### config.mk
export PLATFORM = sky130hd
export DESIGN_NAME = reg_access_master_flat
export DESIGN_NICKNAME = d
export VERILOG_FILES = /design/src/rtl/reg_access_master_if.sv /design/src/rtl/reg_access_master.sv /design/src/flat_wrapper.sv
export SDC_FILE = /design/constraint.sdc
export NUM_CORES = 1
export LEC_CHECK = 0
export CAP_MARGIN = 20
export CORE_ASPECT_RATIO = 0.8
export CORE_MARGIN = 2
export CORE_UTILIZATION = 45
export DETAILED_ROUTE_END_ITERATION = 8
export PLACE_DENSITY = 0.87
export SETUP_SLACK_MARGIN = 0.2
export SLEW_MARGIN = 15
export SYNTH_ARGS = -nofsm -noshare
export SYNTH_HDL_FRONTEND = slang
export SYNTH_SLANG_ARGS = --single-unit
### constraint.sdc
create_clock -name clk -period 2.4 [get_ports clk]
set_input_delay 0.48 -clock clk [delete_from_list [all_inputs] [get_ports clk]]
set_output_delay 0.48 -clock clk [all_outputs]
set_load 0.005 [all_outputs]
### src/rtl/reg_access_master_if.sv
// Requester command/response handshake plus the register-block strobe bus.
interface reg_access_master_if;
    logic        cmd_valid;
    logic        cmd_ready;
    logic        cmd_write;
    logic [31:0] cmd_addr;
    logic [31:0] cmd_wdata;
    logic        rsp_valid;
    logic        rsp_ready;
    logic [31:0] rsp_rdata;
    logic        rsp_err;
    logic [15:0] err_count;
    logic [31:0] rx_data;
    logic        reg_num_le;
    logic        wr_en;
    logic        rd_en;
    logic [31:0] tx_data;
    logic        illegal_reg_num;

    modport master (
        input  cmd_valid, cmd_write, cmd_addr, cmd_wdata, rsp_ready, tx_data, illegal_reg_num,
        output cmd_ready, rsp_valid, rsp_rdata, rsp_err, err_count, rx_data, reg_num_le, wr_en,
               rd_en
    );

    modport slave (
        output cmd_valid, cmd_write, cmd_addr, cmd_wdata, rsp_ready, tx_data, illegal_reg_num,
        input  cmd_ready, rsp_valid, rsp_rdata, rsp_err, err_count, rx_data, reg_num_le, wr_en,
               rd_en
    );
endinterface

### src/rtl/reg_access_master.sv
// Turns single register transactions into select/check/write-or-read strobe sequences,
// caching the last legal register number so repeat accesses skip the select phase.
module reg_access_master #(
    parameter int unsigned RD_LAT   = 1,
    parameter bit          CACHE_EN = 1'b1
) (
    input  logic                clk,
    input  logic                reset,
    reg_access_master_if.master bus
);
    localparam int unsigned     CntW    = (RD_LAT > 1) ? $clog2(RD_LAT) : 1;
    localparam logic [CntW-1:0] LatLast = CntW'(RD_LAT - 1);

    typedef enum logic [2:0] {StIdle, StSel, StChk, StWr, StRd, StRwait, StRsp} state_e;

    state_e          state;
    logic            hold_write;
    logic [31:0]     hold_addr;
    logic [31:0]     hold_wdata;
    logic            cache_valid;
    logic [31:0]     cache_addr;
    logic [CntW-1:0] lat_cnt;
    logic            cache_hit;

    assign cache_hit = CACHE_EN && cache_valid && (bus.cmd_addr == cache_addr);

    always_ff @(posedge clk) begin
        if (reset) begin
            state          <= StIdle;
            hold_write     <= 1'b0;
            hold_addr      <= '0;
            hold_wdata     <= '0;
            cache_valid    <= 1'b0;
            cache_addr     <= '0;
            lat_cnt        <= '0;
            bus.cmd_ready  <= 1'b1;
            bus.rsp_valid  <= 1'b0;
            bus.rsp_rdata  <= '0;
            bus.rsp_err    <= 1'b0;
            bus.err_count  <= '0;
            bus.rx_data    <= '0;
            bus.reg_num_le <= 1'b0;
            bus.wr_en      <= 1'b0;
            bus.rd_en      <= 1'b0;
        end else begin
            // Strobes are single-cycle pulses; rx_data idles at zero between them.
            bus.reg_num_le <= 1'b0;
            bus.wr_en      <= 1'b0;
            bus.rd_en      <= 1'b0;
            bus.rx_data    <= '0;
            unique case (state)
                StIdle: begin
                    if (bus.cmd_valid) begin
                        hold_write    <= bus.cmd_write;
                        hold_addr     <= bus.cmd_addr;
                        hold_wdata    <= bus.cmd_wdata;
                        bus.cmd_ready <= 1'b0;
                        if (cache_hit && bus.cmd_write) begin
                            state       <= StWr;
                            bus.wr_en   <= 1'b1;
                            bus.rx_data <= bus.cmd_wdata;
                        end else if (cache_hit) begin
                            state     <= StRd;
                            bus.rd_en <= 1'b1;
                        end else begin
                            state          <= StSel;
                            bus.reg_num_le <= 1'b1;
                            bus.rx_data    <= bus.cmd_addr;
                        end
                    end
                end
                StSel: state <= StChk;
                StChk: begin
                    if (bus.illegal_reg_num) begin
                        cache_valid   <= 1'b0;
                        bus.rsp_err   <= 1'b1;
                        bus.rsp_rdata <= '0;
                        bus.rsp_valid <= 1'b1;
                        state         <= StRsp;
                    end else begin
                        cache_valid <= 1'b1;
                        cache_addr  <= hold_addr;
                        if (hold_write) begin
                            state       <= StWr;
                            bus.wr_en   <= 1'b1;
                            bus.rx_data <= hold_wdata;
                        end else begin
                            state     <= StRd;
                            bus.rd_en <= 1'b1;
                        end
                    end
                end
                StWr: begin
                    bus.rsp_valid <= 1'b1;
                    bus.rsp_rdata <= '0;
                    bus.rsp_err   <= 1'b0;
                    state         <= StRsp;
                end
                StRd: begin
                    lat_cnt <= '0;
                    state   <= StRwait;
                end
                StRwait: begin
                    if (lat_cnt == LatLast) begin
                        bus.rsp_rdata <= bus.tx_data;
                        bus.rsp_err   <= 1'b0;
                        bus.rsp_valid <= 1'b1;
                        state         <= StRsp;
                    end else begin
                        lat_cnt <= lat_cnt + 1'b1;
                    end
                end
                StRsp: begin
                    if (bus.rsp_ready) begin
                        bus.rsp_valid <= 1'b0;
                        bus.cmd_ready <= 1'b1;
                        state         <= StIdle;
                        if (bus.rsp_err && bus.err_count != 16'hFFFF) begin
                            bus.err_count <= bus.err_count + 16'd1;
                        end
                    end
                end
                default: state <= StIdle;
            endcase
        end
    end
endmodule

### src/flat_wrapper.sv
// flat-port wrapper written by rule: the top's interface ports become plain ports
module reg_access_master_flat 
#(
    parameter int unsigned RD_LAT   = 1,
    parameter bit          CACHE_EN = 1'b1
)
  (clk, reset, bus_cmd_valid, bus_cmd_write, bus_cmd_addr, bus_cmd_wdata, bus_rsp_ready, bus_tx_data, bus_illegal_reg_num, bus_cmd_ready, bus_rsp_valid, bus_rsp_rdata, bus_rsp_err, bus_err_count, bus_rx_data, bus_reg_num_le, bus_wr_en, bus_rd_en);
  reg_access_master_if bus_i ();
  input  logic clk;
  input  logic reset;
  input wire logic [$bits(bus_i.cmd_valid)-1:0] bus_cmd_valid;
  input wire logic [$bits(bus_i.cmd_write)-1:0] bus_cmd_write;
  input wire logic [$bits(bus_i.cmd_addr)-1:0] bus_cmd_addr;
  input wire logic [$bits(bus_i.cmd_wdata)-1:0] bus_cmd_wdata;
  input wire logic [$bits(bus_i.rsp_ready)-1:0] bus_rsp_ready;
  input wire logic [$bits(bus_i.tx_data)-1:0] bus_tx_data;
  input wire logic [$bits(bus_i.illegal_reg_num)-1:0] bus_illegal_reg_num;
  output wire logic [$bits(bus_i.cmd_ready)-1:0] bus_cmd_ready;
  output wire logic [$bits(bus_i.rsp_valid)-1:0] bus_rsp_valid;
  output wire logic [$bits(bus_i.rsp_rdata)-1:0] bus_rsp_rdata;
  output wire logic [$bits(bus_i.rsp_err)-1:0] bus_rsp_err;
  output wire logic [$bits(bus_i.err_count)-1:0] bus_err_count;
  output wire logic [$bits(bus_i.rx_data)-1:0] bus_rx_data;
  output wire logic [$bits(bus_i.reg_num_le)-1:0] bus_reg_num_le;
  output wire logic [$bits(bus_i.wr_en)-1:0] bus_wr_en;
  output wire logic [$bits(bus_i.rd_en)-1:0] bus_rd_en;
  assign bus_i.cmd_valid = bus_cmd_valid;
  assign bus_i.cmd_write = bus_cmd_write;
  assign bus_i.cmd_addr = bus_cmd_addr;
  assign bus_i.cmd_wdata = bus_cmd_wdata;
  assign bus_i.rsp_ready = bus_rsp_ready;
  assign bus_i.tx_data = bus_tx_data;
  assign bus_i.illegal_reg_num = bus_illegal_reg_num;
  assign bus_cmd_ready = bus_i.cmd_ready;
  assign bus_rsp_valid = bus_i.rsp_valid;
  assign bus_rsp_rdata = bus_i.rsp_rdata;
  assign bus_rsp_err = bus_i.rsp_err;
  assign bus_err_count = bus_i.err_count;
  assign bus_rx_data = bus_i.rx_data;
  assign bus_reg_num_le = bus_i.reg_num_le;
  assign bus_wr_en = bus_i.wr_en;
  assign bus_rd_en = bus_i.rd_en;
  reg_access_master #(.RD_LAT(RD_LAT), .CACHE_EN(CACHE_EN)) u_core (.clk(clk), .reset(reset), .bus(bus_i));
endmodule
==> metrics.txt <==
XOR/XNOR Fraction of Synth Area=0.0424; Post-DP HPWL=15600 um; syn_nets=1035; flop2flop setup slack=0.1 ns; Slew Limit Fails=0; antenna violations before repair=0; Hold EP=u_core.hold_addr[15]; Critical Path Max Stage Delay=0.54 ns; type of origin of the critical path=register; post-synthesis simple-gate area fraction=0.241; Final Setup Violations=0; post-synth cell types=45; Worst slew margin=0.320; ys flop type=dfxtp_1; Critical Path RT=2.76 ns; area of the multi-input gates=3650 um^2; RSZ-0062 raised after global routing=true; Final min period=2.30 ns; Syn Area/Cell=8.21 um^2; Hold/Removal Path Class=input port to register; Reg clk slew, reported paths=0.07 ns; CP max stage cell=or4_4; DRT antenna net count=0; hold buffers post-CTS=0; GRT overflow=0; die area=18100 um^2; DR vias/cell=5.56; pin count of the biggest net entering global routing=71; post-synthesis adder-cell area fraction=0.00164; Final Hold Fails=0; DIE HEIGHT=121 um; worst-case reg-to-reg path depth=8; worst-path fanout max=7; outcome=complete, no violations; PortBufs=187; Worst setup EP type=register; cts bufs inserted=17; synth warn=0; final WL=24100 um; wire per inst=17.6 um; Min-Delay Path Depth=2; Post-synth ARST share=0; Filler cells=1286; root buffer cell=clkbuf_16; Syn-to-layout area delta=43.3%; gr usage total=0.265; share of the synthesized area in the top cell type=0.489; fin nets=1239; diode count=0; synthesized area=7650 um^2; origin of the critical flop-to-flop path=u_core.cache_addr[7]; Syn Inst Count=932; Cell Rows=42; Chip Width=150 um; core box area=16600 um^2; initial DRC count=820; worst path cell trace=xor2_2 -> or4_4 -> nor4_4 -> nand4_4 -> buf_6 -> buf_12 -> o31a_1 -> a21oi_1; power per cell area=684 nW/um^2; most frequent cells in the layout=nand2_1, dfxtp_1, clkdlybuf4s50_1; Final period util=0.959; vias in the first global route=7316; first-pass GRT wire length=37500 um; clock skew=0.0117 ns; Clk Latency, worst-skew pair=0.44 ns; DRC violations left=0; ranking of synthesized cells by area=dfxtp_1, nand2_1, a21oi_1; CTS tree=yes; Worst R2R End=u_core.bus.rx_data[8]; TritonCTS Sinks=187; layout cells sized above 1=0.130; Vias=7616; Crit Path Category=register to register; post-synthesis mux area share=0.00278; CTS max path bufs=2; Max Freq=434 MHz; hold_sp=reset; Reg area=3750 um^2; Top-Level Pins=188; most common cell after layout, fill and taps aside=nand2_1; Tot Pwr=7.50 mW; Crit path arrival time=2.67 ns; max cap viols=0; Slew @ Worst Pin=1.02 ns; register area share after synthesis=0.489; VDD IR max=464 uV; LEAKAGE=3.92 nW; RePlAce Congestion=0.856; Initial Util=0.461; final core occ=0.660; post-synth top area cell=dfxtp_1; synthesis-stage register bit count=187; largest family of logic cells by synthesized area=simple AND/OR/NAND/NOR gates; H-tree depth=4; number of synthesized flops with an enable pin=0; Synth Area in Compound Gates=0.181; DR pass1 iterations=6
## routing by layer
metal / part of all wire / track usage / vias to the layer above
li1: - / - / 3599
met1: 0.42 / 0.352 / 3594
met2: 0.46 / 0.409 / 366
met3: 0.093 / 0.0747 / 57
met4: 0.030 / 0.104 / 0
met5: 0 / 0 / -
## cell families (layout without fill, tap and decap cells)
family,count (synthesis),after routing
XOR/XNOR,37,37
flip-flops,187,187
adder cells (fa/ha/maj),1,1
multiplexers,2,2
AO/OA/AOI/OAI,215,215
AND/OR/NAND/NOR,410,410
buffers and inverters,80,297
## per-stage QoR
| step | instances | TNS, ns | hold slack [ns] | cell area [um^2] | worst slack, ns |
|---|---|---|---|---|---|
| finish | 1369 | 0 | 0.420 | 11000 | 0.0974 |
| global route | 1369 | 0 | 0.433 | 11000 | 0.0249 |
| CTS | 1367 | 0 | 0.413 | 10900 | 0.154 |
| global placement | 1326 | -9.16 | 0.435 | 10000 | -0.282 |
| floorplan | 932 | 0 | 0.432 | 7650 | 0.212 |
| detailed placement | 1326 | -9.87 | 0.442 | 10000 | -0.318 |
## Yosys cell counts (all sizes together), types with 7 or more instances
library cell  number
a21oi            137
a22oi             32
buf                8
clkbuf            65
dfxtp            187
inv                7
nand2            205
nand2b             8
nand3             68
nand4             14
nor2              66
nor2b             11
o31a              28
xnor2             25
xor2              12
## final cells by class
class                      instances  share of cell area
clock inverter                    14              0.0219
multi-input combinational        665               0.333
tap                              220              0.0251
timing repair buffer             258               0.235
sequential                       187               0.342
clock buffer                      18              0.0401
inverter                           7             0.00240
## sequential cells by signal, indices dropped and copies added (netlist names)
register,count
u_core.bus.rsp_rdata,32
u_core.hold_write,1
u_core.state,3
u_core.bus.err_count,16
u_core.hold_addr,32
u_core.hold_wdata,32
u_core.bus.rsp_valid,1
u_core.bus.rsp_err,1
u_core.bus.reg_num_le,1
u_core.cache_valid,1
u_core.bus.rx_data,32
u_core.cache_addr,32
u_core.bus.wr_en,1
u_core.bus.cmd_ready,1
u_core.bus.rd_en,1
## timing repair
item | 4_1_cts | 5_1_grt
buffers inserted | 3 | 2
resized for setup | 23 | 2
pin swaps | 55 | 3
cloned | 6 | 0
hold endpoints to repair | 0 | 0
setup endpoints to repair | 29 | 38
## report_power, final
part	switching, mW	internal, mW
sequential	0.0806	3.24
clock	1.25	1.99
combinational	0.510	0.430
total	1.84	5.66
## worst max-delay path: cells and delay by family, from the launching register on
kind                      cells  cell delay [ns]
AOI/OAI and AO/OA             2             0.40
xor gates and xnor gates      1             0.17
buffers and inverters         2             0.32
DFF                           1             0.34
and+or+nand+nor               3             0.99
## worst max-delay path by stage
stage | from | to | slack (ns)
4_1_cts | u_core.cache_addr[16] | u_core.bus.rx_data[13] | 0.15
6_report | u_core.cache_addr[7] | u_core.bus.rx_data[8] | 0.1
3_5_place_dp | bus_cmd_addr[1] | u_core.bus.rx_data[7] | -0.32
5_1_grt | u_core.cache_addr[16] | u_core.bus.rx_data[6] | 0.02
3_3_place_gp | bus_cmd_addr[1] | u_core.bus.rx_data[26] | -0.28
2_1_floorplan | bus_cmd_addr[1] | u_core.bus.rx_data[12] | 0.21
Power figures use the tool's default switching activity.
